[src/rtl/pipeline_ctrl.sv]
// Hazard and sequencing controller for the five-stage RV64 pipeline: forwarding,
// load-use stalls, branch flushes, memory-wait freeze with timeout, stall counter.
module pipeline_ctrl #(
    parameter int REG_ADDR_W     = 5,
    parameter int INIT_CYCLES    = 4,
    parameter int TIMEOUT_CYCLES = 256,
    parameter int CNT_W          = 32
) (
    input  logic                  i_clk,
    input  logic                  i_arst,
    input  logic [REG_ADDR_W-1:0] i_rs1_addr_dec,
    input  logic [REG_ADDR_W-1:0] i_rs2_addr_dec,
    input  logic [REG_ADDR_W-1:0] i_rs1_addr_exec,
    input  logic [REG_ADDR_W-1:0] i_rs2_addr_exec,
    input  logic [REG_ADDR_W-1:0] i_rd_addr_exec,
    input  logic [REG_ADDR_W-1:0] i_rd_addr_mem,
    input  logic [REG_ADDR_W-1:0] i_rd_addr_wb,
    input  logic                  i_reg_we_mem,
    input  logic                  i_reg_we_wb,
    input  logic                  i_load_exec,
    input  logic                  i_pc_src_exec,
    input  logic                  i_mem_req_mem,
    input  logic                  i_mem_ready,
    output logic                  o_stall_fetch,
    output logic                  o_stall_dec,
    output logic                  o_flush_dec,
    output logic                  o_flush_exec,
    output logic                  o_freeze,
    output logic [1:0]            o_forward_rs1,
    output logic [1:0]            o_forward_rs2,
    output logic                  o_bus_error,
    output logic [CNT_W-1:0]      o_stall_count
);

    localparam int INIT_W = (INIT_CYCLES > 1) ? $clog2(INIT_CYCLES) : 1;
    localparam int WAIT_W = $clog2(TIMEOUT_CYCLES);

    typedef enum logic [1:0] {S_INIT, S_RUN, S_MEM_WAIT, S_HALT} state_t;

    state_t            state, state_nxt;
    logic [INIT_W-1:0] init_cnt;
    logic [WAIT_W-1:0] wait_cnt;
    logic              lu, mw, init_done, wait_expired;

    function automatic logic [1:0] fwd_sel(
        input logic [REG_ADDR_W-1:0] rs,
        input logic [REG_ADDR_W-1:0] rd_mem,
        input logic                  we_mem,
        input logic [REG_ADDR_W-1:0] rd_wb,
        input logic                  we_wb
    );
        // The mem-stage result is younger, so it wins over wb.
        if (we_mem && (rd_mem != '0) && (rd_mem == rs))
            return 2'b10;
        else if (we_wb && (rd_wb != '0) && (rd_wb == rs))
            return 2'b01;
        else
            return 2'b00;
    endfunction

    assign o_forward_rs1 = fwd_sel(i_rs1_addr_exec, i_rd_addr_mem, i_reg_we_mem,
                                   i_rd_addr_wb, i_reg_we_wb);
    assign o_forward_rs2 = fwd_sel(i_rs2_addr_exec, i_rd_addr_mem, i_reg_we_mem,
                                   i_rd_addr_wb, i_reg_we_wb);

    assign lu = i_load_exec && (i_rd_addr_exec != '0) &&
                ((i_rd_addr_exec == i_rs1_addr_dec) || (i_rd_addr_exec == i_rs2_addr_dec));
    assign mw = i_mem_req_mem && !i_mem_ready;

    assign init_done    = (init_cnt == INIT_W'(INIT_CYCLES - 1));
    assign wait_expired = (wait_cnt == WAIT_W'(TIMEOUT_CYCLES - 1));

    always_ff @(posedge i_clk or posedge i_arst) begin
        if (i_arst)
            state <= S_INIT;
        else
            state <= state_nxt;
    end

    always_comb begin
        state_nxt = state;
        unique case (state)
            S_INIT:     if (init_done) state_nxt = S_RUN;
            S_RUN:      if (mw) state_nxt = S_MEM_WAIT;
            S_MEM_WAIT: begin
                if (i_mem_ready)       state_nxt = S_RUN;
                else if (wait_expired) state_nxt = S_HALT;
            end
            S_HALT:     state_nxt = S_HALT;
            default:    state_nxt = S_INIT;
        endcase
    end

    // Wrong-path decode is flushed rather than stalled when a branch resolves.
    always_comb begin
        o_stall_fetch = 1'b0;
        o_stall_dec   = 1'b0;
        o_flush_dec   = 1'b0;
        o_flush_exec  = 1'b0;
        o_freeze      = 1'b0;
        unique case (state)
            S_INIT: begin
                o_stall_fetch = 1'b1;
                o_flush_dec   = 1'b1;
                o_flush_exec  = 1'b1;
            end
            S_RUN, S_MEM_WAIT: begin
                if ((state == S_RUN) ? mw : !i_mem_ready) begin
                    o_freeze      = 1'b1;
                    o_stall_fetch = 1'b1;
                    o_stall_dec   = 1'b1;
                end else begin
                    o_stall_fetch = lu && !i_pc_src_exec;
                    o_stall_dec   = lu && !i_pc_src_exec;
                    o_flush_dec   = i_pc_src_exec;
                    o_flush_exec  = lu || i_pc_src_exec;
                end
            end
            S_HALT: begin
                o_freeze      = 1'b1;
                o_stall_fetch = 1'b1;
                o_stall_dec   = 1'b1;
            end
            default: ;
        endcase
    end

    always_ff @(posedge i_clk or posedge i_arst) begin
        if (i_arst) begin
            init_cnt      <= '0;
            wait_cnt      <= '0;
            o_bus_error   <= 1'b0;
            o_stall_count <= '0;
        end else begin
            if (state == S_INIT && !init_done)
                init_cnt <= init_cnt + INIT_W'(1);
            // The RUN cycle that first sees the wait is wait cycle number one.
            if (state == S_RUN && mw)
                wait_cnt <= WAIT_W'(1);
            else if (state == S_MEM_WAIT && !i_mem_ready && !wait_expired)
                wait_cnt <= wait_cnt + WAIT_W'(1);
            if (state == S_MEM_WAIT && !i_mem_ready && wait_expired)
                o_bus_error <= 1'b1;
            if ((state == S_RUN || state == S_MEM_WAIT) && o_stall_fetch)
                o_stall_count <= o_stall_count + CNT_W'(1);
        end
    end

endmodule

[config.mk]
export PLATFORM = sky130hd
export DESIGN_NAME = pipeline_ctrl
export DESIGN_NICKNAME = d
export VERILOG_FILES = /design/src/rtl/pipeline_ctrl.sv
export SDC_FILE = /design/constraint.sdc
export NUM_CORES = 1
export LEC_CHECK = 0
export ABC_AREA = 0
export CAP_MARGIN = 15
export CORE_MARGIN = 5
export CORE_UTILIZATION = 29
export DETAILED_ROUTE_END_ITERATION = 10
export GPL_TIMING_DRIVEN = 0
export PLACE_DENSITY = 0.52
export SETUP_SLACK_MARGIN = 0.4
export SYNTH_ARGS = -nofsm -noshare
export SYNTH_HDL_FRONTEND = slang
export SYNTH_SLANG_ARGS = --single-unit
[constraint.sdc]
create_clock -name i_clk -period 3.6 [get_ports i_clk]
set_clock_uncertainty 0.15 [all_clocks]
set_input_delay 1.08 -clock i_clk [delete_from_list [all_inputs] [get_ports i_clk]]
set_output_delay 1.08 -clock i_clk [all_outputs]
set_load 0.03 [all_outputs]
After elaboration in Yosys (flattened, before gate mapping)
Index checks and enable logic that the tools add are counted.

word-level totals
  flip-flop bits (word level) = 45
  input port bits = 43
  output and inout bits = 42
  logic and storage cells = 74

operators by class
  $add $sub $neg = 3
  eq/ne operators = 14
  muxes and demuxes = 21
  reduce and logical (&&, ||, !) cells = 31

operators with widths
  operator                 number
  $add A32 B1 Y32 const B  1
  $eq A5 B5 Y1             6
  $logic_and A1 B1 Y1      16
  $mux W8                  2
  $reduce_bool A5 Y1       3
  $mux W2                  6
  $pmux W1 S2              5
  $add A8 B1 Y8 const B    1
  $eq A8 B8 Y1 const B     1
  $pmux W2 S4              1
  $mux W1                  7
  $eq A2 B2 Y1 const B     3
  $logic_not A1 Y1         4
  $ne A2 B2 Y1 const B     2
  $reduce_or A2 Y1         2
  $logic_or A1 B1 Y1       3
  $ne A3 B3 Y1 const B     1
  $reduce_and A3 Y1        1
  $add A2 B1 Y2 const B    1
  $eq A2 B1 Y1 const B     1
  $logic_not A2 Y1         1
  $reduce_bool A2 Y1       1

Logic depth before layout (Yosys ltp)
  word-level depth = 7
  depth in mapped cells = 8
  mapped depth without buffers = 8

Least setup slack after synthesis
No wires, ideal clock.

  kind = input-to-output
  start point = input port i_rd_addr_mem[1]
  end point = output port o_forward_rs2[0]
  arrival = 3.017 ns
  data required time = 2.370 ns
  setup slack = -0.647 ns
  stages = 4
  buffers on the path = 0
  cells stage by stage = or4_1 o21ai_0 nor4_1 nor4_1

between the ends
  word-level cells in the longest chain between the ends = 4
  elaborated cells on any way between the ends = 5
  classes of those cells = 1 x eq/ne; 1 x mux; 3 x reduce/logical

ends and longest elaborated chain
  element                RTL line  text
  start, declared        16        input logic [REG_ADDR_W-1:0] i_rd_addr_mem,
  $reduce_bool A5 Y1     53        if (we_mem && (rd_mem != '0) && (rd_mem == rs))
  $logic_and A1 B1 Y1    53
  $logic_and A1 B1 Y1 *  53
  $mux W2 *              53
  end, declared          30        output logic [1:0] o_forward_rs2,

Every way passes the cells marked *; elsewhere a longest branch is shown, timed or not.

Worst setup path in the final report
  start point = input port i_rd_addr_exec[2]
  end point = output port o_stall_dec

between the ends
  word-level cells in the longest chain between the ends = 6
  elaborated cells on any way between the ends = 9
  classes of those cells = 2 x eq/ne; 2 x mux; 5 x reduce/logical

ends and longest elaborated chain
  element                                                    RTL line  text
  start, declared                                            15        input logic [REG_ADDR_W-1:0] i_rd_addr_exec,
  $eq A5 B5 Y1 or $reduce_bool A5 Y1 (tied branches)         67, 66
  $logic_or A1 B1 Y1 or $logic_and A1 B1 Y1 (tied branches)  67, 66
  $logic_and A1 B1 Y1 *                                      66        assign lu = i_load_exec && (i_rd_addr_exec != '0) &&
  $logic_and A1 B1 Y1 *                                      114       o_stall_dec = lu && !i_pc_src_exec;
  $mux W1 *                                                  108       if ((state == S_RUN) ? mw : !i_mem_ready) begin
  $pmux W1 S2 *                                              101       unique case (state)
  end, declared                                              25        output logic o_stall_dec,

Marked as above.

==> run metrics <==
status=finished, violations left; failing checks=setup timing; Netlist cell types=34; period utilization=1.06; final antenna-violating net count=0; global-route wire length before repair=11900 um; final setup fails=2; Crit. End Element=output port; Arr. time, crit path=2.59 ns; CP max FO=4; Startpoint Class=input pin; post-layout util=0.435; fmax=0.262 GHz; vias in the first global route=2405; EDFF count, synth=0; Vias/cell=4.78; Async SR Flop Fraction=1.00; Power Dens Cells=244 mW/mm^2; Tightest Pin Transition=0.697 ns; area grow syn2layout=48.3%; via count=2334; Die W=106 um; commonest non-fill, non-tap cell in the layout=xnor2_1; met2 Track Usage GR=0.199; sequential area share after synthesis=0.422; slew margin rel.=0.532; commonest non-fill, non-tap cells in the layout=49 x xnor2_1, 45 x dfrtp_1, 38 x clkdlybuf4s50_1; clock sink total=45; Total Routing Usage GR=0.129; VDD IR max=123 uV; max_cap viols=0; Die ar.=0.0112 mm^2; Post-Syn Nets=322; Setup WS post-layout=-0.223 ns; register bit total from synthesis=45; DP Wirelength=5320 um; Multi-input gate area=0.00162 mm^2; Slew Limit Fails=0; endpoints failing hold=0; initial antenna violation count=0; initial drt markers=38; GRT Residual Overflow=0; Hold Buf Count CTS=0; top cell type's share of synthesized area=0.422; fillcell total=922; CP max-delay cell=or4_4; Max Root-Sink Buffers=2; pre-CTS WS=-1.15 ns; met3 Usage GRT=0.0383; cell count after synthesis=271; yosys warns=0; min-delay worst type=register to register; top-level port count=85; Inserted Clock Buffers=5; Post-layout nets=427; Clock Pin Slew Worst Setup and Hold Paths=0.09 ns; Synth area leader=dfrtp_1; busiest metal layer after global routing=met2; worst skew pair latency=0.31 ns; First-pass DRT Iterations=4; WS Path Type=input pin to output port; Die Y=106 um; top cells by area, synth=dfrtp_1 42%, xnor2_1 16%, xor2_1 5.6%, nand4_1 4.7%, ha_1 3.7%; minimum clock period=3.82 ns; GP Congestion=0.735; WL/cell=14.7 um; routed wire length=7190 um; H-tree Lvls=2; Leakage Power=0.00166 uW; met1 usage=0.177; Root Buffer=clkbuf_8; Initial Utilization=0.293; syn_area_per_cell=9.85 um^2; crit-path cells=buf_8 -> or4_4 -> o21ai_4 -> nor3b_2 -> a22o_4 -> buf_8 -> nor2_4 -> nor2_4 -> buf_6; Worst EP required=2.37 ns; CTS tree=done; largest net degree at the start of global routing=38; PortBufs=84; diodes inserted=0; storage element area=0.00113 mm^2; FP Rows=35; Post-Syn Area=0.00267 mm^2; RSZ-0062 raised after global routing=true; prevailing post-synth register cell=dfrtp_1; share of post-route cells with drive strength above 1=0.228; core box area=0.00911 mm^2; Max stage delay on crit path=0.54 ns; DRC=0
==> cells by family after synthesis <==
logic type,share of synthesized area
adders and majority gates,0.0375
DFF,0.422
AOI/OAI and AO/OA,0.0520
buffers and inverters,0.0295
muxes,0.0122
xor gates and xnor gates,0.220
and+or+nand+nor,0.227
==> stage by stage <==
stage	power, uW	instances	TNS [ns]	cell area, um^2	hold WS [ns]
floorplan	569	271	0	2760	0.298
global placement	638	466	-6.97	3740	0.297
detailed placement	641	467	-6.96	3760	0.297
CTS	964	482	-0.330	3900	0.319
global route	1010	488	-0.518	3960	0.335
finish	965	488	-0.296	3960	0.316
==> cell usage after synthesis (all sizes together) (7+ instances only) <==
library cell and n:
nand2 21, inv 9, o21ai 8, nand3 16, nand4 20, dfrtp 45, nor2 15, xnor2 50
ha 8, nor3 7, xor2 17, and3 7
==> layout make-up <==
class	instances	share of cell area
clock inverters	3	0.00537
flip-flops and latches	45	0.284
inverters	9	0.00853
well taps	111	0.0351
multi-input cells	211	0.410
repair buffers	98	0.227
clock buffers	5	0.0174
plain buffers	6	0.0123
==> path summary, 6_finish.rpt <==
check,from,to,slack (ns),cells past startpoint
hold reg to reg,o_bus_error$_DFFE_PP0P_,o_bus_error$_DFFE_PP0P_,0.32,1
setup / recovery,i_rd_addr_exec[2],o_stall_dec,-0.22,9
hold / removal,o_bus_error$_DFFE_PP0P_,o_bus_error$_DFFE_PP0P_,0.32,1
min in group asynchronous,i_arst,o_stall_count[26]$_DFFE_PP0P_,0.84,2
max in group asynchronous,i_arst,wait_cnt[7]$_DFFE_PP0P_,1.98,3
setup reg to reg,wait_cnt[0]$_DFFE_PP0P_,state[1]$_DFFE_PP0P_,1.36,6
==> per-layer routing <==
layer  share of wire  vias up
li1                -     1161
met1            0.49     1092
met2            0.44       76
met3           0.068        5
met4          0.0086        0
met5               0        -
==> registers in the layout, indices dropped and copies added (netlist names) <==
name           flops
o_stall_count     32
wait_cnt           8
init_cnt           2
state              2
o_bus_error        1
==> power breakdown <==
group / total (uW) / internal (uW) / switching (uW) / leakage (uW)
clock: 326 / 138 / 188 / 0.0000445
sequential: 506 / 506 / 0.569 / 0.000612
combinational: 133 / 71.1 / 61.6 / 0.00100
==> critical path, delay by kind of cell <==
| kind | cells | cell delay, ns |
|---|---|---|
| buffers and inverters | 3 | 0.37 |
| AO/OA/AOI/OAI | 2 | 0.43 |
| AND/OR/NAND/NOR | 4 | 0.73 |
==> what timing repair did <==
item / 4_1_cts / 5_1_grt
pin swaps: 25 / 15
gates resized for setup: 166 / 41
endpoints found under the setup margin: 9 / 9
endpoints found under the hold margin: 0 / 0
buffers inserted: 7 / 6
(Power assumes the default switching activity.)
